### config.mk
export PLATFORM = sky130hd
export DESIGN_NAME = dmem_bus_arbiter
export DESIGN_NICKNAME = d
export VERILOG_FILES = /design/src/rtl/dmem_arb_pkg.sv /design/src/rtl/dmem_bus_arbiter_starve_cnt.sv /design/src/rtl/dmem_bus_arbiter.sv
export SDC_FILE = /design/constraint.sdc
export NUM_CORES = 1
export LEC_CHECK = 0
export CAP_MARGIN = 20
export CORE_AREA = 2 2 120 122
export DETAILED_ROUTE_END_ITERATION = 10
export DIE_AREA = 0 0 122 124
export GPL_TIMING_DRIVEN = 0
export PLACE_DENSITY_LB_ADDON = 0.25
export SLEW_MARGIN = 20
export SYNTH_ARGS = -nofsm -noshare
export SYNTH_HDL_FRONTEND = slang
export SYNTH_SLANG_ARGS = --single-unit
### constraint.sdc
create_clock -name i_clk -period 1.73 [get_ports i_clk]
set_clock_uncertainty 0.1 [all_clocks]
set_input_delay 0.346 -clock i_clk [delete_from_list [all_inputs] [get_ports i_clk]]
set_output_delay 0.346 -clock i_clk [all_outputs]
set_load 0.01 [all_outputs]
### src/rtl/dmem_arb_pkg.sv
// Shared types and constants for the data-memory bus arbiter.
package dmem_arb_pkg;

  localparam int ARB_AW           = 32;
  localparam int ARB_DW           = 32;
  localparam int STARVE_LIMIT_DEF = 4;

  typedef enum logic [1:0] {
    IDLE    = 2'd0,
    CORE_RD = 2'd1,
    DBG_RD  = 2'd2
  } arb_state_e;

  // One memory access as presented on the shared port. The fields are sized
  // for the widest supported bus; the top narrows them on the way out.
  typedef struct packed {
    logic              wren;
    logic [ARB_AW-1:0] addr;
    logic [ARB_DW-1:0] wdata;
    logic [3:0]        mask;
  } mem_req_t;

  localparam mem_req_t MEM_REQ_IDLE = '0;

endpackage

### src/rtl/dmem_bus_arbiter_starve_cnt.sv
// Saturating wait counter used to protect the debug port from core starvation.
module arb_starve_cnt
  import dmem_arb_pkg::*;
#(
  parameter int LIMIT = STARVE_LIMIT_DEF
) (
  input  logic clk_i,
  input  logic rst_n_i,
  input  logic inc_i,
  input  logic clr_i,
  output logic sat_o
);

  localparam int              W       = $clog2(LIMIT + 1);
  localparam logic [W-1:0]    LIMIT_C = W'(LIMIT);

  logic [W-1:0] cnt_q, cnt_d;

  assign sat_o = (cnt_q >= LIMIT_C);

  // Next count: clear wins over increment; hold once the limit is reached.
  always_comb begin
    // NOTE: every always_comb output gets a default first so no path can infer a latch.
    cnt_d = cnt_q;
    if (clr_i) begin
      cnt_d = '0;
    end else if (inc_i && !sat_o) begin
      cnt_d = cnt_q + W'(1);
    end
  end

  // Count register with synchronous reset.
  always_ff @(posedge clk_i) begin
    // NOTE: sequential state uses non-blocking assignments only.
    if (!rst_n_i) cnt_q <= '0;
    else          cnt_q <= cnt_d;
  end

endmodule

### src/rtl/dmem_bus_arbiter.sv
// Shares one data-memory port between the core load/store path (priority)
// and a valid/ready debug port that gains priority after waiting too long.
module dmem_bus_arbiter
  import dmem_arb_pkg::*;
#(
  parameter int AW           = ARB_AW,   // must not exceed ARB_AW
  parameter int DW           = ARB_DW,   // must not exceed ARB_DW
  parameter int STARVE_LIMIT = STARVE_LIMIT_DEF
) (
  input  logic          i_clk,
  input  logic          i_rst_n,
  input  logic          i_core_req,
  input  logic          i_core_wren,
  input  logic [AW-1:0] i_core_addr,
  input  logic [DW-1:0] i_core_wdata,
  input  logic [3:0]    i_core_mask,
  output logic          o_core_stall,
  output logic [DW-1:0] o_core_rdata,
  input  logic          i_dbg_vld,
  output logic          o_dbg_rdy,
  input  logic          i_dbg_wren,
  input  logic [AW-1:0] i_dbg_addr,
  input  logic [DW-1:0] i_dbg_wdata,
  input  logic [3:0]    i_dbg_mask,
  output logic          o_dbg_rvld,
  output logic [DW-1:0] o_dbg_rdata,
  output logic          o_mem_req,
  output logic          o_mem_wren,
  output logic [AW-1:0] o_mem_addr,
  output logic [DW-1:0] o_mem_wdata,
  output logic [3:0]    o_mem_mask,
  input  logic [DW-1:0] i_mem_rdata
);

  arb_state_e state_q, state_d;
  mem_req_t   core_req_s, dbg_req_s, mem_req_s;
  logic       starve, dbg_win, core_win;

  assign core_req_s = '{wren: i_core_wren, addr: ARB_AW'(i_core_addr),
                        wdata: ARB_DW'(i_core_wdata), mask: i_core_mask};
  assign dbg_req_s  = '{wren: i_dbg_wren, addr: ARB_AW'(i_dbg_addr),
                        wdata: ARB_DW'(i_dbg_wdata), mask: i_dbg_mask};

  // Debug waits while valid and not granted; any grant or dropped valid restarts the wait.
  arb_starve_cnt #(.LIMIT(STARVE_LIMIT)) u_starve (
    .clk_i   (i_clk),
    .rst_n_i (i_rst_n),
    .inc_i   (i_dbg_vld),
    .clr_i   (!i_dbg_vld || o_dbg_rdy),
    .sat_o   (starve)
  );

  // Arbitration, next state and all port outputs; everything is masked during reset.
  always_comb begin
    state_d      = state_q;
    mem_req_s    = MEM_REQ_IDLE;
    o_mem_req    = 1'b0;
    o_dbg_rdy    = 1'b0;
    o_core_stall = 1'b0;
    o_core_rdata = '0;
    o_dbg_rvld   = 1'b0;
    o_dbg_rdata  = '0;
    dbg_win      = i_dbg_vld && (!i_core_req || starve);
    core_win     = i_core_req && !dbg_win;

    if (i_rst_n) begin
      case (state_q)
        IDLE: begin
          if (dbg_win) begin
            mem_req_s    = dbg_req_s;
            o_mem_req    = 1'b1;
            o_dbg_rdy    = 1'b1;
            o_core_stall = i_core_req;       // core lost this cycle
            if (!i_dbg_wren) state_d = DBG_RD;
          end else if (core_win) begin
            mem_req_s    = core_req_s;
            o_mem_req    = 1'b1;
            o_core_stall = !i_core_wren;     // stores complete on issue
            if (!i_core_wren) state_d = CORE_RD;
          end
        end
        CORE_RD: begin
          // The held core request is answered here, not reissued.
          o_core_rdata = i_mem_rdata;
          state_d      = IDLE;
        end
        DBG_RD: begin
          o_dbg_rvld   = 1'b1;
          o_dbg_rdata  = i_mem_rdata;
          o_core_stall = i_core_req;
          state_d      = IDLE;
        end
        default: state_d = IDLE;
      endcase
    end
  end

  assign o_mem_wren  = mem_req_s.wren;
  assign o_mem_addr  = AW'(mem_req_s.addr);
  assign o_mem_wdata = DW'(mem_req_s.wdata);
  assign o_mem_mask  = mem_req_s.mask;

  // State register; reset drops any pending read.
  always_ff @(posedge i_clk) begin
    if (!i_rst_n) state_q <= IDLE;
    else          state_q <= state_d;
  end

endmodule

Yosys cells after proc, flatten, opt, wreduce, memory -nomap -nowiden --
Index checks and enable logic that the tools add are counted.
Operators by class: add/subtract/negate cells 1, $lt $le $gt $ge 1, equal/unequal tests 4, mux-type cells 25, bitwise logic cells 1, reductions and logical operators 15
Operators by type and width (count):
- $mux 69 | 4
- $mux 32 | 4
- $mux 1 | 12
- $mux 2 | 4
- $logic_not 1->1 | 5
- $add 3x1->3 const B | 1
- $ge 3x3->1 const B | 1
- $logic_and 1x1->1 | 3
- $reduce_and 3->1 | 1
- $eq 2x1->1 const B | 1
- $eq 2x2->1 const B | 1
- $logic_not 2->1 | 1
- $logic_or 1x1->1 | 2
- $ne 2x1->1 const B | 1
- $ne 2x2->1 const B | 1
- $pmux 1 s2 | 1
- $reduce_and 2->1 | 1
- $reduce_bool 2->1 | 1
- $reduce_or 2->1 | 1
- $not 1->1 | 1
Storage, ports and cells: register bits after elaboration 5, input bits 174, output and inout port bits 137, word-level logic and storage cells 49

Logic depth before layout (Yosys ltp) --
Gate-level depths: netlist (run 1).
depth after elaboration 9, gate-level depth with buffers 6

Modules after synthesis --
From an unflattened synthesis (run 1), not the netlist that was laid out.
Unflattened totals: cells, all modules 187, area total of the unflattened synthesis 1427.6 um2
Modules (own cells, without submodules):
- dmem_bus_arbiter | times used 1, cells each 171, area an instance 1276.2 um2, seq. area each 40.0 um2
- arb_starve_cnt | times used 1, cells each 16, area an instance 151.4 um2, seq. area each 60.1 um2

Least setup slack after synthesis (run 1) --
OpenSTA, ideal clock, no wires.
kind input port to output port, from in i_core_req, to out o_mem_addr[24], arrival time 1.356 ns, setup slack -0.072 ns, stages 4, path buffers 1, cells stage by stage nor2b_2 nor4_4 buf_6 a22o_1
Between the ends: word-level cells in the longest chain between the ends 9
RTL lines:
- start, declared | line dmem_bus_arbiter.sv:12 | input logic i_core_req,
- $logic_not 1->1 | line dmem_bus_arbiter.sv:63 | dbg_win = i_dbg_vld && (!i_core_req || starve);
- $logic_or 1x1->1 | line dmem_bus_arbiter.sv:63
- $logic_and 1x1->1 | line dmem_bus_arbiter.sv:63
- $logic_not 1->1 | line dmem_bus_arbiter.sv:64 | core_win = i_core_req && !dbg_win;
- $logic_and 1x1->1 | line dmem_bus_arbiter.sv:64
- $mux 69 | line dmem_bus_arbiter.sv:75 | end else if (core_win) begin
- $mux 69 * | line dmem_bus_arbiter.sv:69 | if (dbg_win) begin
- $mux 69 * | line dmem_bus_arbiter.sv:67 | case (state_q)
- $mux 69 * | line dmem_bus_arbiter.sv:66 | if (i_rst_n) begin
- end, declared | line dmem_bus_arbiter.sv:29 | output logic [AW-1:0] o_mem_addr,
Every way passes the cells marked *; elsewhere a longest branch is shown, timed or not.

Final worst setup path (run 1) --
from reg u_starve.cnt_q[2], to out o_mem_addr[28]
Between the ends: word-level cells in the longest chain between the ends 9
RTL lines:
- start, declared | line dmem_bus_arbiter_starve_cnt.sv:17 | logic [W-1:0] cnt_q, cnt_d;
- start signal, assigned | line dmem_bus_arbiter_starve_cnt.sv:36 | else cnt_q <= cnt_d;
- $ge 3x3->1 * | line dmem_bus_arbiter_starve_cnt.sv:19 | assign sat_o = (cnt_q >= LIMIT_C);
- $logic_or 1x1->1 * | line dmem_bus_arbiter.sv:63
- $logic_and 1x1->1 * | line dmem_bus_arbiter.sv:63
- $logic_not 1->1 | line dmem_bus_arbiter.sv:64
- $logic_and 1x1->1 | line dmem_bus_arbiter.sv:64
- $mux 69 | line dmem_bus_arbiter.sv:75
- $mux 69 * | line dmem_bus_arbiter.sv:69
- $mux 69 * | line dmem_bus_arbiter.sv:67
- $mux 69 * | line dmem_bus_arbiter.sv:66
Marks and branches as above.

==> results of run 1 <==
## per-layer routing
layer / GRT usage, % / part of all wire, %
met5: 0 / 0
met2: 27.0 / 52
met1: 15.1 / 35
met4: 2.37 / 1.7
met3: 3.53 / 11
## worst max-delay path by stage
| stage | cells past startpoint | end | startpoint |
|---|---|---|---|
| after global placement | 6 | o_mem_addr[28] | i_dbg_vld |
| after global routing | 7 | o_mem_addr[28] | u_starve.cnt_q[2] |
| after detailed placement | 6 | o_mem_addr[29] | i_dbg_vld |
| final | 7 | o_mem_addr[28] | u_starve.cnt_q[2] |
| after floorplan | 4 | o_mem_addr[24] | i_core_req |
| after CTS | 7 | o_mem_wdata[23] | state_q[0] |
## placed cells by master (no fill, tap or decap), drive strengths merged, types with 2 or more instances in the layout
cell type	netlist	final
buf	11	182
clkdlybuf4s50	0	169
a22o	68	68
and2	64	64
clkbuf	10	17
dfxtp	5	5
nor3	4	4
clkdlybuf4s15	0	4
nor2	4	4
nand2	3	3
nand3b	2	2
dlygate4sd2	0	2
nor2b	2	2
## kinds of logic (layout without fill, tap and decap cells)
logic type      count (synthesis)  after routing  synth area share [%]
xor+xnor                        1              1                 0.614
mux                             1              1                 0.702
simple gates                   85             85                  37.5
fa+ha+maj                       1              1                 0.877
compound gates                 70             70                  42.5
buf+inv                        22            376                  10.7
flops                           5              5                  7.02
## area by class of cell
class / count / area, um2 / share of cell area [%]
multi-input combinational: 158 / 1390 / 24.7
inverter: 1 / 8.76 / 0.156
sequential: 5 / 111 / 1.98
tap: 180 / 225 / 4.01
timing repair buffer: 355 / 3560 / 63.5
clock buffer: 4 / 78.8 / 1.40
buffer: 16 / 239 / 4.25
## state kept, by name, summed over array words and instances (netlist names)
name / cells
state_q: 2
u_starve.cnt_q: 3
## stage by stage
stage               setup WS [ns]  power, uW  hold slack (ns)
detailed placement          -1.53       1100            0.440
floorplan                 0.00440        389            0.310
global route               -0.422       1670            0.362
CTS                        -0.418       1490            0.344
global placement            -1.59       1100            0.425
finish                     -0.394       1600            0.343
## where the power goes
part           switching [uW]  internal, uW  leakage (uW)
Combinational             370           720       0.00252
Clock                    79.4           306     0.0000382
Sequential               4.79           116     0.0000430
## tightest hold or removal path, stage by stage
cell,delay [ns]
buf_4,0.14
nand2_4,0.09
nor3_1,0.05
## what timing repair did
action | 4_1_cts | 5_1_grt
resized for setup | 643 | 167
setup endpoints to repair | 139 | 136
setup buffers | 26 | 8
pin swaps | 24 | 56
cloned | 7 | 8
==> flow_summary.json, run 1 <==
{
  "drc": 0,
  "netlist_instances": 185,
  "min_path_type": "in2reg",
  "synth.top_cell.area_share_pct": 41.8,
  "dpl.hpwl_um": 9590,
  "reg2reg_from": "u_starve.cnt_q[2]",
  "dpl_cell_area_um2": 4760,
  "synth_nets": 360,
  "ios": 311,
  "power_density_nw_per_um2": 284,
  "cp_max_fo": 6,
  "ant_nets": 0,
  "cts_hold_buf": 0,
  "grt_pass1_wl_um": 16400,
  "final_nets": 715,
  "yosysSeqAreaShare_pct": 7.02,
  "worst_slew_pin_slew_ns": 0.455,
  "rrSetupSlack_ns": 0.20,
  "core-area_um2": 13700,
  "critical_path_buf_inv_count": 4,
  "synthFlopType": "dfxtp_1",
  "setup_violations": 134,
  "crit_chain": "nand2_4, and4_1, buf_6, buf_8, clkbuf_16, a22o_4, buf_6",
  "critical_path_arrival_ns": 1.68,
  "ys_seq_elements": 5,
  "final.setup.worst_slack_ns": -0.394,
  "min_to": "u_starve.cnt_q[2]",
  "rows": 43,
  "endpoint_kind": "primary output",
  "fin_crit_sh_pct": 123,
  "drtIter0Drc": 51,
  "maxCapViolations": 0,
  "grt_max_degree": 11,
  "die-width_um": 122,
  "synth_area_per_cell_um2": 7.71,
  "violations": "negative setup slack",
  "synth.most_common_cell": "a22o_1",
  "wl_per_cell_um": 18.1,
  "r2r-end": "state_q[0]",
  "tns_ns": -33.35,
  "antenna_found_initial": 0,
  "power.leakage_uw": 0.00260,
  "clk-insertion-delay-late_ns": 0.23,
  "path_class": "reg2out",
  "numCtsBuffers": 3,
  "worstHoldPathCells": 3,
  "fmax_mhz": 471,
  "gp_congestion": 0.812,
  "cts_tree": "done",
  "die_area_um2": 15100,
  "syn_area_um2": 1430,
  "clk_path_buf_depth": 2,
  "cts_root_buf": "clkbuf_16",
  "crit_family": "buffers and inverters",
  "via_count": 2989,
  "drt-total-wl_um": 13000,
  "hold_viol_final": 0,
  "path_clk_slew_ns": 0.03,
  "synthArstFlopShare_pct": 0,
  "start_util_pct": 10.4,
  "synthDistinctLibCells": 25,
  "cpPeakStageDelay_ns": 0.37,
  "vdd_drop_max_v": 0.000211,
  "htree_levels": 1,
  "grt_overflow": 0,
  "period_needed_ns": 2.12,
  "final_area_um2": 5620,
  "synth_edf_count": 0,
  "layout-drive-gt1-share_pct": 51.8,
  "synth_common_cells": "a22o_1 (68), and2_1 (64), clkbuf_1 (10), buf_6 (9), dfxtp_1 (5)",
  "ys_warn_count": 0,
  "crit_slowest_cell": "dfxtp_4",
  "antenna_cells": 0,
  "fin_cells": 719,
  "placed_cells": 675,
  "required_ns": 1.28,
  "post-route-util_pct": 40.9,
  "track_usage_pct": 13.8,
  "relSlewSlack_pct": 69.4,
  "io_buffers": 310,
  "holdCritStartpoint": "i_rst_n",
  "startpoint_type": "register",
  "area_delta_synth_final_pct": 294,
  "synth_area_leader_cell": "a22o_1",
  "die_h_um": 124,
  "status": "finished, violations left",
  "crit_top_cell": "buf_6",
  "fillCellCount": 1373,
  "synthTopCellsByArea": "a22o_1 (42%), and2_1 (28%), buf_6 (7.1%)",
  "via_per_inst": 4.16,
  "slew_violations": 0,
  "grt_pass1_vias": 3082,
  "drt-pass1-iter-count": 4,
  "reg2reg_depth": 7,
  "grt_setup_unrepaired": "true",
  "cts_sinks": 5
}
(Power assumes the default switching activity.)
==> inputs of run 2 (changes only) <==
--- a/config.mk
+++ b/config.mk
@@ -6,7 +6,7 @@
 export NUM_CORES = 1
 export LEC_CHECK = 0
 export CAP_MARGIN = 20
-export CORE_AREA = 2 2 120 122
+export CORE_AREA = 4 4 118 120
 export DETAILED_ROUTE_END_ITERATION = 10
 export DIE_AREA = 0 0 122 124
 export GPL_TIMING_DRIVEN = 0
==> run 2 against run 1 <==
Effect of this change:
- the run still ends with negative setup slack left
- count of clock-buffer cells in the layout is the same
- worst hold slack lost 0.083 ns
- clock power is essentially flat
- design area shrank 4.7%
- critical path type unchanged
- critical endpoint is now o_mem_addr[29]
- highest routed layer unchanged
==> flow_summary.json, run 2 (synthesized netlist as in run 1, its figures left out) <==
{
  "required_ns": 1.28,
  "grt_overflow": 0,
  "clk-insertion-delay-late_ns": 0.23,
  "crit_slowest_cell": "dfxtp_4",
  "violations": "negative setup slack",
  "setup_violations": 127,
  "drt-total-wl_um": 13000,
  "p_total_uw": 1550,
  "post-route-util_pct": 41.2,
  "antenna_cells": 0,
  "gp_congestion": 0.825,
  "period_needed_ns": 2.12,
  "numCtsBuffers": 3,
  "vdd_drop_max_v": 0.000212,
  "grt_pass1_wl_um": 17600,
  "grt_max_degree": 11,
  "grt_setup_unrepaired": "true",
  "via_count": 3004,
  "crit_chain": "nor2_4, and4_4, buf_12, buf_8, clkbuf_16, a22o_1, buf_2",
  "critical_path_buf_inv_count": 4,
  "status": "finished, violations left",
  "power.leakage_uw": 0.00256,
  "cpPeakStageDelay_ns": 0.40,
  "antenna_found_initial": 0,
  "final_common_cell": "clkdlybuf4s50_1",
  "cts_tree": "done",
  "clk_path_buf_depth": 2,
  "globalRoute.busiestLayer": "met2",
  "reg_top3": "u_starve.cnt_q x3, state_q x2",
  "largest_reg_flops": 3,
  "tns_ns": -30.43,
  "htree_levels": 1,
  "path_class": "reg2out",
  "cts_hold_buf": 0,
  "drt-pass1-iter-count": 4,
  "ant_nets": 0,
  "slew_violations": 0,
  "track_usage_pct": 14.8,
  "top_register": "u_starve.cnt_q",
  "use_met3_pct": 4.54,
  "drc": 0,
  "die_area_um2": 15100,
  "mostFrequentLayoutCells": "clkdlybuf4s50_1 (168), buf_2 (82), buf_6 (73)",
  "worst_slew_pin_slew_ns": 0.304,
  "fin_crit_sh_pct": 122,
  "path_clk_slew_ns": 0.03,
  "rows": 42,
  "drtIter0Drc": 58,
  "die-width_um": 122,
  "grt_pass1_vias": 3173,
  "final_nets": 718,
  "power_density_nw_per_um2": 290,
  "min_path_type": "in2reg",
  "endpoint_kind": "primary output",
  "layout-drive-gt1-share_pct": 46.7,
  "final.setup.worst_slack_ns": -0.387,
  "cts_sinks": 5,
  "maxCapViolations": 0,
  "io_buffers": 310,
  "via_per_inst": 4.18,
  "fmax_mhz": 472,
  "dpl.hpwl_um": 10200,
  "met1_usage_pct": 15.2,
  "relSlewSlack_pct": 79.6,
  "wl_per_cell_um": 18.1,
  "hold_viol_final": 0,
  "start_util_pct": 11.0,
  "die_h_um": 124,
  "cp_max_fo": 9,
  "use_met2_pct": 28.6,
  "ios": 311,
  "startpoint_type": "register",
  "fillCellCount": 1305,
  "area_delta_synth_final_pct": 275,
  "critical_path_arrival_ns": 1.67,
  "cts_root_buf": "clkbuf_16",
  "core-area_um2": 13000,
  "crit_family": "buffers and inverters"
}
-- run 2: report_power, final --
part	switching (uW)	internal, uW
registers	5.64	116
logic	350	699
clock network	76.3	305
total	432	1120
-- run 2: cell type report --
cell class / instances / area, um2 / area share (%)
buffer: 16 / 263 / 4.91
clock buffer: 4 / 78.8 / 1.47
inverter: 1 / 6.26 / 0.117
multi-input combinational: 158 / 1300 / 24.3
sequential: 5 / 111 / 2.08
tap: 176 / 220 / 4.11
timing repair buffer: 358 / 3370 / 63.0
-- run 2: metrics by stage --
step                      area, um2  setup slack, ns  hold slack, ns  std cells
after floorplan                1430          0.00440           0.310        185
after global placement         4750            -1.53           0.422        671
after detailed placement       4750            -1.57           0.444        671
after CTS                      5220           -0.410           0.455        710
after global routing           5350           -0.436           0.275        718
final                          5350           -0.387           0.260        718
-- run 2: layer usage --
metal | up-vias | share of wire (%)
li1 | 1412 | -
met1 | 1377 | 36
met2 | 196 | 51
met3 | 19 | 11
met4 | 0 | 2.4
met5 | - | 0
-- run 2: worst paths after layout --
path	slack (ns)	start	endpoint	cells after the start
max	-0.39	state_q[0]	o_mem_addr[29]	7
min	0.26	i_core_wren	state_q[0]	2
max reg2reg	0.18	state_q[0]	state_q[0]	7
min reg2reg	0.46	u_starve.cnt_q[1]	u_starve.cnt_q[1]	2
-- run 2: timing repair --
action                     4_1_cts  5_1_grt
setup endpoints to repair      139      137
pin swaps                       25       11
gates resized for setup        667       91
buffers inserted                30        8
cloned                           9        4
==> inputs of run 3 (changes only) <==
--- a/config.mk
+++ b/config.mk
@@ -10,7 +10,7 @@
 export DETAILED_ROUTE_END_ITERATION = 10
 export DIE_AREA = 0 0 122 124
 export GPL_TIMING_DRIVEN = 0
-export PLACE_DENSITY_LB_ADDON = 0.25
+export PLACE_DENSITY = 0.56
 export SLEW_MARGIN = 20
 export SYNTH_ARGS = -nofsm -noshare
 export SYNTH_HDL_FRONTEND = slang
==> run 3 against run 2 <==
Effect of this change:
- the run still ends with negative setup slack left
- clock power shrank 1%
- register-to-register slack better by 0.05 ns
- total power fell by 1.8%
- sequential power barely moved
- first-iteration DRC count is 5.2% higher
- setup slack better by 0.019 ns
- critical endpoint is now o_mem_wdata[28]
- routed wire length up 4.0%
==> flow_summary.json, run 3 (synthesized netlist as in run 1, its figures left out) <==
{
  "via_count": 2954,
  "crit_slowest_cell": "dfxtp_4",
  "wl_per_cell_um": 18.9,
  "via_per_inst": 4.14,
  "placed_cells": 671,
  "antenna_cells": 0,
  "fillCellCount": 1348,
  "startpoint_type": "register",
  "grt_max_degree": 11,
  "dp_worst_setup_slack_ns": -1.49,
  "core-area_um2": 13000,
  "final_common_cell": "clkdlybuf4s50_1",
  "gp_congestion": 0.730,
  "cts_root_buf": "clkbuf_16",
  "clk_path_buf_depth": 2,
  "path_clk_slew_ns": 0.03,
  "crit_chain": "nor2_4, and4_1, buf_6, buf_12, clkbuf_16, a22o_1, buf_2",
  "grt_pass1_vias": 3140,
  "cts_hold_buf": 0,
  "path_class": "reg2out",
  "mostFrequentLayoutCells": "clkdlybuf4s50_1 (169), buf_6 (82), buf_2 (80)",
  "top_register": "u_starve.cnt_q",
  "ios": 311,
  "fin_hold_ws_ns": 0.355,
  "worst_slew_pin_slew_ns": 0.345,
  "final.setup.worst_slack_ns": -0.368,
  "area_delta_synth_final_pct": 270,
  "die_h_um": 124,
  "drtIter0Drc": 61,
  "drc": 0,
  "maxCapViolations": 0,
  "hold_viol_final": 0,
  "relSlewSlack_pct": 76.9,
  "ant_nets": 0,
  "fin_cells": 714,
  "crit_family": "buffers and inverters",
  "die_area_um2": 15100,
  "drt-total-wl_um": 13500,
  "io_buffers": 310,
  "reg_top3": "u_starve.cnt_q x3, state_q x2",
  "fin_crit_sh_pct": 121,
  "cp_max_fo": 6,
  "min_path_type": "in2reg",
  "cts_sinks": 5,
  "status": "finished, violations left",
  "critical_path_buf_inv_count": 4,
  "slew_violations": 0,
  "antenna_found_initial": 1,
  "power_density_nw_per_um2": 289,
  "final_area_um2": 5270,
  "cpPeakStageDelay_ns": 0.39,
  "violations": "negative setup slack",
  "layout-drive-gt1-share_pct": 47.4,
  "tns_ns": -30.43,
  "final_nets": 714,
  "start_util_pct": 11.0,
  "endpoint_kind": "primary output",
  "period_needed_ns": 2.10,
  "htree_levels": 1,
  "grt_overflow": 0,
  "drt-pass1-iter-count": 4,
  "clk-insertion-delay-late_ns": 0.22,
  "required_ns": 1.28,
  "track_usage_pct": 15.4,
  "grt_setup_unrepaired": "true",
  "dpl_cell_area_um2": 4750,
  "numCtsBuffers": 3,
  "largest_reg_flops": 3,
  "vdd_drop_max_v": 0.000155,
  "die-width_um": 122,
  "power.leakage_uw": 0.00251,
  "grt_pass1_wl_um": 18100,
  "setup_violations": 127,
  "cts_tree": "done",
  "fmax_mhz": 477,
  "rows": 42,
  "dpl.hpwl_um": 11000,
  "critical_path_arrival_ns": 1.65
}
-- run 3: layer usage --
| metal | track usage (%) | wire (um) | up-vias |
|---|---|---|---|
| met4 | 2.03 | 157 | 2 |
| li1 | - | - | 1396 |
| met3 | 5.77 | 1730 | 12 |
| met2 | 29.5 | 6900 | 196 |
| met5 | 0 | 13 | - |
| met1 | 16.3 | 4700 | 1348 |
-- run 3: report_power, final --
part           leakage, uW  switching (uW)  internal (uW)
Sequential       0.0000430            5.07            116
Combinational      0.00243             349            677
Clock            0.0000382            72.6            305
-- run 3: stage by stage --
| stage | utilization, % | total power (uW) |
|---|---|---|
| 2_1_floorplan | - | 389 |
| 3_3_place_gp | 36.6 | 1090 |
| 3_5_place_dp | 36.6 | 1100 |
| 4_1_cts | 38.9 | 1500 |
| 5_1_grt | 40.6 | 1600 |
| 6_report | 40.6 | 1520 |
-- run 3: cell type report --
| type | instances | area [um2] | share of cell area, % |
|---|---|---|---|
| flip-flops and latches | 5 | 111 | 2.11 |
| multi-input cells | 158 | 1320 | 24.9 |
| clock buffers | 4 | 78.8 | 1.50 |
| well taps | 176 | 220 | 4.18 |
| plain buffers | 15 | 239 | 4.53 |
| repair buffers | 355 | 3300 | 62.6 |
| inverters | 1 | 6.26 | 0.119 |
-- run 3: what timing repair did --
action	CTS	global route
cloned	11	3
setup endpoints to repair	139	134
endpoints found under the hold margin	0	0
buffers inserted	23	11
resized for setup	675	97
pin swaps	44	33
-- run 3: worst paths after layout --
| kind | end | depth (start not counted) | start | slack, ns |
|---|---|---|---|---|
| worst max-delay path | o_mem_wdata[28] | 7 | state_q[1] | -0.37 |
| worst min-delay path | u_starve.cnt_q[2] | 3 | i_dbg_vld | 0.35 |
| worst max register to register | state_q[0] | 7 | state_q[1] | 0.23 |
| worst min register to register | u_starve.cnt_q[0] | 2 | u_starve.cnt_q[0] | 0.45 |
-- run 3: worst min-delay path, stage by stage --
cell     delay, ns
buf_2         0.14
nand2_4       0.10
nor3_1        0.05
==> patch 1, RTL diff (flow settings as in run 3) <==
Put a register stage on the output `o_dbg_rdata`, without a reset. The value now appears one clock later. The other outputs are not delayed to match.
--- a/src/rtl/dmem_bus_arbiter.sv
+++ b/src/rtl/dmem_bus_arbiter.sv
@@ -34,2 +34,4 @@
 
+  logic [DW-1:0] o_dbg_rdata_d;
+
   arb_state_e state_q, state_d;
@@ -61,3 +63,3 @@
     o_dbg_rvld   = 1'b0;
-    o_dbg_rdata  = '0;
+    o_dbg_rdata_d = '0;
     dbg_win      = i_dbg_vld && (!i_core_req || starve);
@@ -88,3 +90,3 @@
           o_dbg_rvld   = 1'b1;
-          o_dbg_rdata  = i_mem_rdata;
+          o_dbg_rdata_d = i_mem_rdata;
           o_core_stall = i_core_req;
@@ -108,2 +110,6 @@
 
+  always_ff @(posedge i_clk) begin
+    o_dbg_rdata <= o_dbg_rdata_d;
+  end
+
 endmodule
Formal check against the unedited RTL: not equivalent (Yosys sat finds a counterexample within 4 cycles, from zero or initial values).
==> patch 1 against run 3 <==
Design area is 14% higher; register-to-register slack lost 0.09 ns; critical endpoint is now o_mem_addr[12]; sequential cell count increased by 32; global-route usage rose by 0.48 points; setup slack worse by 0.057 ns; wire length barely moved; via count increased by 2.9%; area after synthesis grew 45%; highest routed layer is now met4; die area did not move; power is 93% higher; largest cell class unchanged; the flow still finishes with violations (negative setup slack).
==> patch 1: results (changes against run 3) <==
Number of multi-input combinational cells = 156 (was 158)
Clock transition at path regs = 0.05 ns (was 0.03 ns)
Clock network fraction of design power = 35.7% (was 24.8%)
Int Pwr = 2260 uW (was 1100 uW)
Failing checks = negative setup slack (unchanged)
R2R Setup Slk = 0.14 ns (was 0.23 ns)
Worst slack, placed = -1.42 ns (was -1.49 ns)
Main area contributors after synthesis = dfxtp_1 (36%), a22o_1 (27%), and2_1 (19%) (was a22o_1 (42%), and2_1 (28%), buf_6 (7.1%))
Area share of fa/ha/maj cells after synthesis = 0.603% (was 0.877%)
H-tree levels = 2 (was 1)
Final core utilization = 46.2% (was 40.6%)
Sw Pwr = 688 uW (was 426 uW)
First-pass GRT wire length = 18.5 mm (was 18.1 mm)
Setup_tns = -29.99 ns (was -30.43 ns)
Compound-Gate Fraction of Synth Area = 32.1% (was 42.5%)
Max VDD drop = 0.000430 V (was 0.000155 V)
Postcts setup bufs = 25 (was 23)
Syn avg cell area = 9.56 sq um (was 7.71 sq um)
Static leakage = 0.00266 uW (was 0.00251 uW)
Ratio of cells with drive above 1 in the final layout = 36.2% (was 47.4%)
Nets = 741 (was 714)
Reg2reg end = o_dbg_rdata[24] (was state_q[0])
Syn Nets = 392 (was 360)
Final setup vio count = 93 (was 127)
Gpl congestion = 0.785 (was 0.730)
Invs w/o clock = 2 (was 1)
Post-synthesis sequential area ratio = 35.7% (was 7.02%)
Mapped Cells = 217 (was 185)
Sequential cell area share = 12.4% (was 2.11%)
DP Cell Count = 703 (was 671)
Footprint of the multi-input gates = 1290 sq um (was 1320 sq um)
Gr usage total = 15.8% (was 15.4%)
CTS buffer count = 5 (was 3)
Largest regs = o_dbg_rdata (32), u_starve.cnt_q (3), state_q (2) (was u_starve.cnt_q (3), state_q (2))
Most frequent cells after synthesis = a22o_1 (65), and2_1 (64), dfxtp_1 (37) (was a22o_1 (68), and2_1 (64), clkbuf_1 (10))
Largest net degree at the start of global routing = 12 (was 11)
# fillers = 1273 (was 1348)
Non-clk buf share = 59.2% (was 67.2%)
Multiplexer area fraction after synthesis = 0.483% (was 0.702%)
Hold_sp = i_core_wren (was i_dbg_vld)
Dpl hpwl = 10.6 mm (was 11.0 mm)
Post-Synth XOR/XNOR Area = 0.422% (was 0.614%)
Post-route non-filler standard cell count = 745 (was 714)
Sink Count = 37 (was 5)
WHS Endpoint = state_q[0] (was u_starve.cnt_q[2])
CP max stage delay = 0.35 ns (was 0.39 ns)
Vias in the first global route = 3125 (was 3140)
Initial antenna violation count = 2 (was 1)
Vias/cell = 4.08 (was 4.14)
Antenna cell count = 2 (was 0)
Routed WL = 13.5 mm (about the same)
Clk tree area frac = 2.88% (was 1.50%)
Final Worst Setup Slack = -0.425 ns (was -0.368 ns)
Post-synthesis cell type count = 28 (was 25)
Outcome = finished with violations (unchanged)
Clock buffer count = 7 (was 4)
[patch 1: cell types whose count changed after synthesis, sizes merged, moves of 2 or more]
cell | before | now
buf | 11 | 15
clkbuf | 10 | 7
dfxtp | 5 | 37
a21boi | 0 | 2
nor2 | 4 | 2
[patch 1: how the worst max path moves through the flow]
stage | startpoint | endpoint | slack, ns | cells past startpoint
after floorplan | state_q[1] | o_mem_addr[10] | -0.02 | 4
after global placement | i_rst_n | o_mem_wdata[17] | -1.44 | 6
after detailed placement | i_rst_n | o_mem_wdata[16] | -1.42 | 6
after CTS | state_q[0] | o_mem_wdata[21] | -0.50 | 7
after global routing | state_q[0] | o_mem_addr[12] | -0.50 | 7
final | state_q[0] | o_mem_addr[12] | -0.42 | 7
[patch 1: per-layer routing]
metal / track usage (%) / share of wire [%]
met5: 0 / 0
met4: 3.01 / 1.0
met3: 6.40 / 11
met2: 27.6 / 49
met1: 18.4 / 38
==> patch 2, RTL diff (flow settings as in run 3) <==
Without the edit above. `ARB_AW`: 32 -> 16.
--- a/src/rtl/dmem_arb_pkg.sv
+++ b/src/rtl/dmem_arb_pkg.sv
@@ -3,3 +3,3 @@
 
-  localparam int ARB_AW           = 32;
+  localparam int ARB_AW           = 16;
   localparam int ARB_DW           = 32;
Ports: changed (resized i_core_addr, i_dbg_addr and o_mem_addr); port bits go from 311 to 263. The function was not compared with the original's and may differ.
==> patch 2 against run 3 <==
The run still ends with negative setup slack left; fmax is 2.7% higher; cell count is 8.7% lower; setup slack better by 0.056 ns; area after synthesis is 12% lower; combinational power is 17% lower; power is 11% lower; design area is 7.9% lower; sequential cell count stayed put; wire length is 15% lower; count of clock-buffer cells in the layout stayed put; global-route usage is 2.1 points lower; critical endpoint is now o_mem_addr[4]; largest power group unchanged.
==> patch 2: results (changes against run 3) <==
Gr usage total = 13.2% (was 15.4%)
Gpl congestion = 0.768 (was 0.730)
1st-iter DRT viols = 27 (was 61)
Outcome = finished with violations (unchanged)
Mapped Cells = 165 (was 185)
First-pass GRT wire length = 15.8 mm (was 18.1 mm)
Routed len/inst = 17.7 um (was 18.9 um)
Global-route met2 utilization = 28.0% (was 29.5%)
CP max stage delay = 0.36 ns (was 0.39 ns)
Vias in the first global route = 2873 (was 3140)
Initial antenna violation count = 0 (was 1)
Most frequent cells after synthesis = and2_1 (64), a22o_1 (52), buf_2 (6), clkbuf_1 (6) (was a22o_1 (68), and2_1 (64), clkbuf_1 (10))
Reg2reg start = u_starve.cnt_q[2] (was state_q[1])
WP data arrival = 1.60 ns (was 1.65 ns)
Max VDD drop = 0.000330 V (was 0.000155 V)
Slew HR = 78.1% (was 76.9%)
GR Util met3 = 4.95% (was 5.77%)
Static leakage = 0.00229 uW (was 0.00251 uW)
Setup_tns = -22.95 ns (was -30.43 ns)
Routed WL = 11.5 mm (was 13.5 mm)
Via count = 2614 (was 2954)
Final Worst Setup Slack = -0.313 ns (was -0.368 ns)
Failing checks = negative setup slack (unchanged)
Dpl hpwl = 8.57 mm (was 11.0 mm)
Final setup vio count = 113 (was 127)
DP Area = 4100 sq um (was 4750 sq um)
Syn Nets = 308 (was 360)
Main area contributors after synthesis = a22o_1 (36%), and2_1 (32%), dfxtp_1 (8.0%) (was a22o_1 (42%), and2_1 (28%), buf_6 (7.1%))
M1 GR Usage = 12.1% (was 16.3%)
DP Cell Count = 603 (was 671)
## patch 2: power breakdown
| part | switching, uW | leakage, uW | internal (uW) |
|---|---|---|---|
| sequential | 6.00 | 0.0000430 | 116 |
| combinational | 292 | 0.00221 | 568 |
| clock | 73.0 | 0.0000382 | 305 |
## patch 2: final timing paths
| path | endpoint | slack, ns | cells past startpoint |
|---|---|---|---|
| min | state_q[0] | 0.31 | 2 |
| min reg2reg | u_starve.cnt_q[1] | 0.45 | 2 |
| max reg2reg | state_q[0] | 0.16 | 8 |
| max | o_mem_addr[4] | -0.31 | 6 |
## patch 2: area by class of cell
type	instances	area, sq um
Buffer	14	199
Clock buffer	4	78.8
Fill cell	1325	8120
Inverter	1	6.26
Multi-Input combinational cell	143	1250
Sequential cell	5	111
Tap cell	176	220
Timing Repair Buffer	309	2990
## patch 2: worst reg2reg max path: cells and delay by family, from the launching register on
family | cells | cell delay, ns
buffers and inverters | 5 | 0.65
flip-flops | 1 | 0.36
AND/OR/NAND/NOR | 3 | 0.34
## patch 2: repair_timing
| action | 4_1_cts | 5_1_grt |
|---|---|---|
| gates resized for setup | 638 | 110 |
| pin swaps | 44 | 33 |
| buffers inserted | 28 | 9 |
| gates cloned | 13 | 3 |
| endpoints found under the setup margin | 123 | 119 |
## patch 2: per-stage QoR
| step | utilization (%) | setup WS, ns |
|---|---|---|
| 2_1_floorplan | - | 0.0101 |
| 3_3_place_gp | 31.6 | -1.51 |
| 3_5_place_dp | 31.6 | -1.57 |
| 6_report | 37.4 | -0.313 |
| 5_1_grt | 37.4 | -0.395 |
| 4_1_cts | 34.8 | -0.333 |
## patch 2: cell families (layout without fill, tap and decap cells)
family	Yosys count	count (layout)	share of synthesized area, %
and+or+nand+nor	85	86	43.1
muxes	1	1	0.802
xor gates and xnor gates	1	1	0.702
DFF	5	5	8.02
adders and majority gates	1	1	1.00
AOI/OAI and AO/OA	54	54	37.4
buffers and inverters	18	328	9.02
## patch 2: routing by layer
layer | vias up | part of all wire [%]
li1 | 1232 | -
met1 | 1202 | 32
met2 | 174 | 55
met3 | 6 | 13
met4 | 0 | 0.66
met5 | - | 0
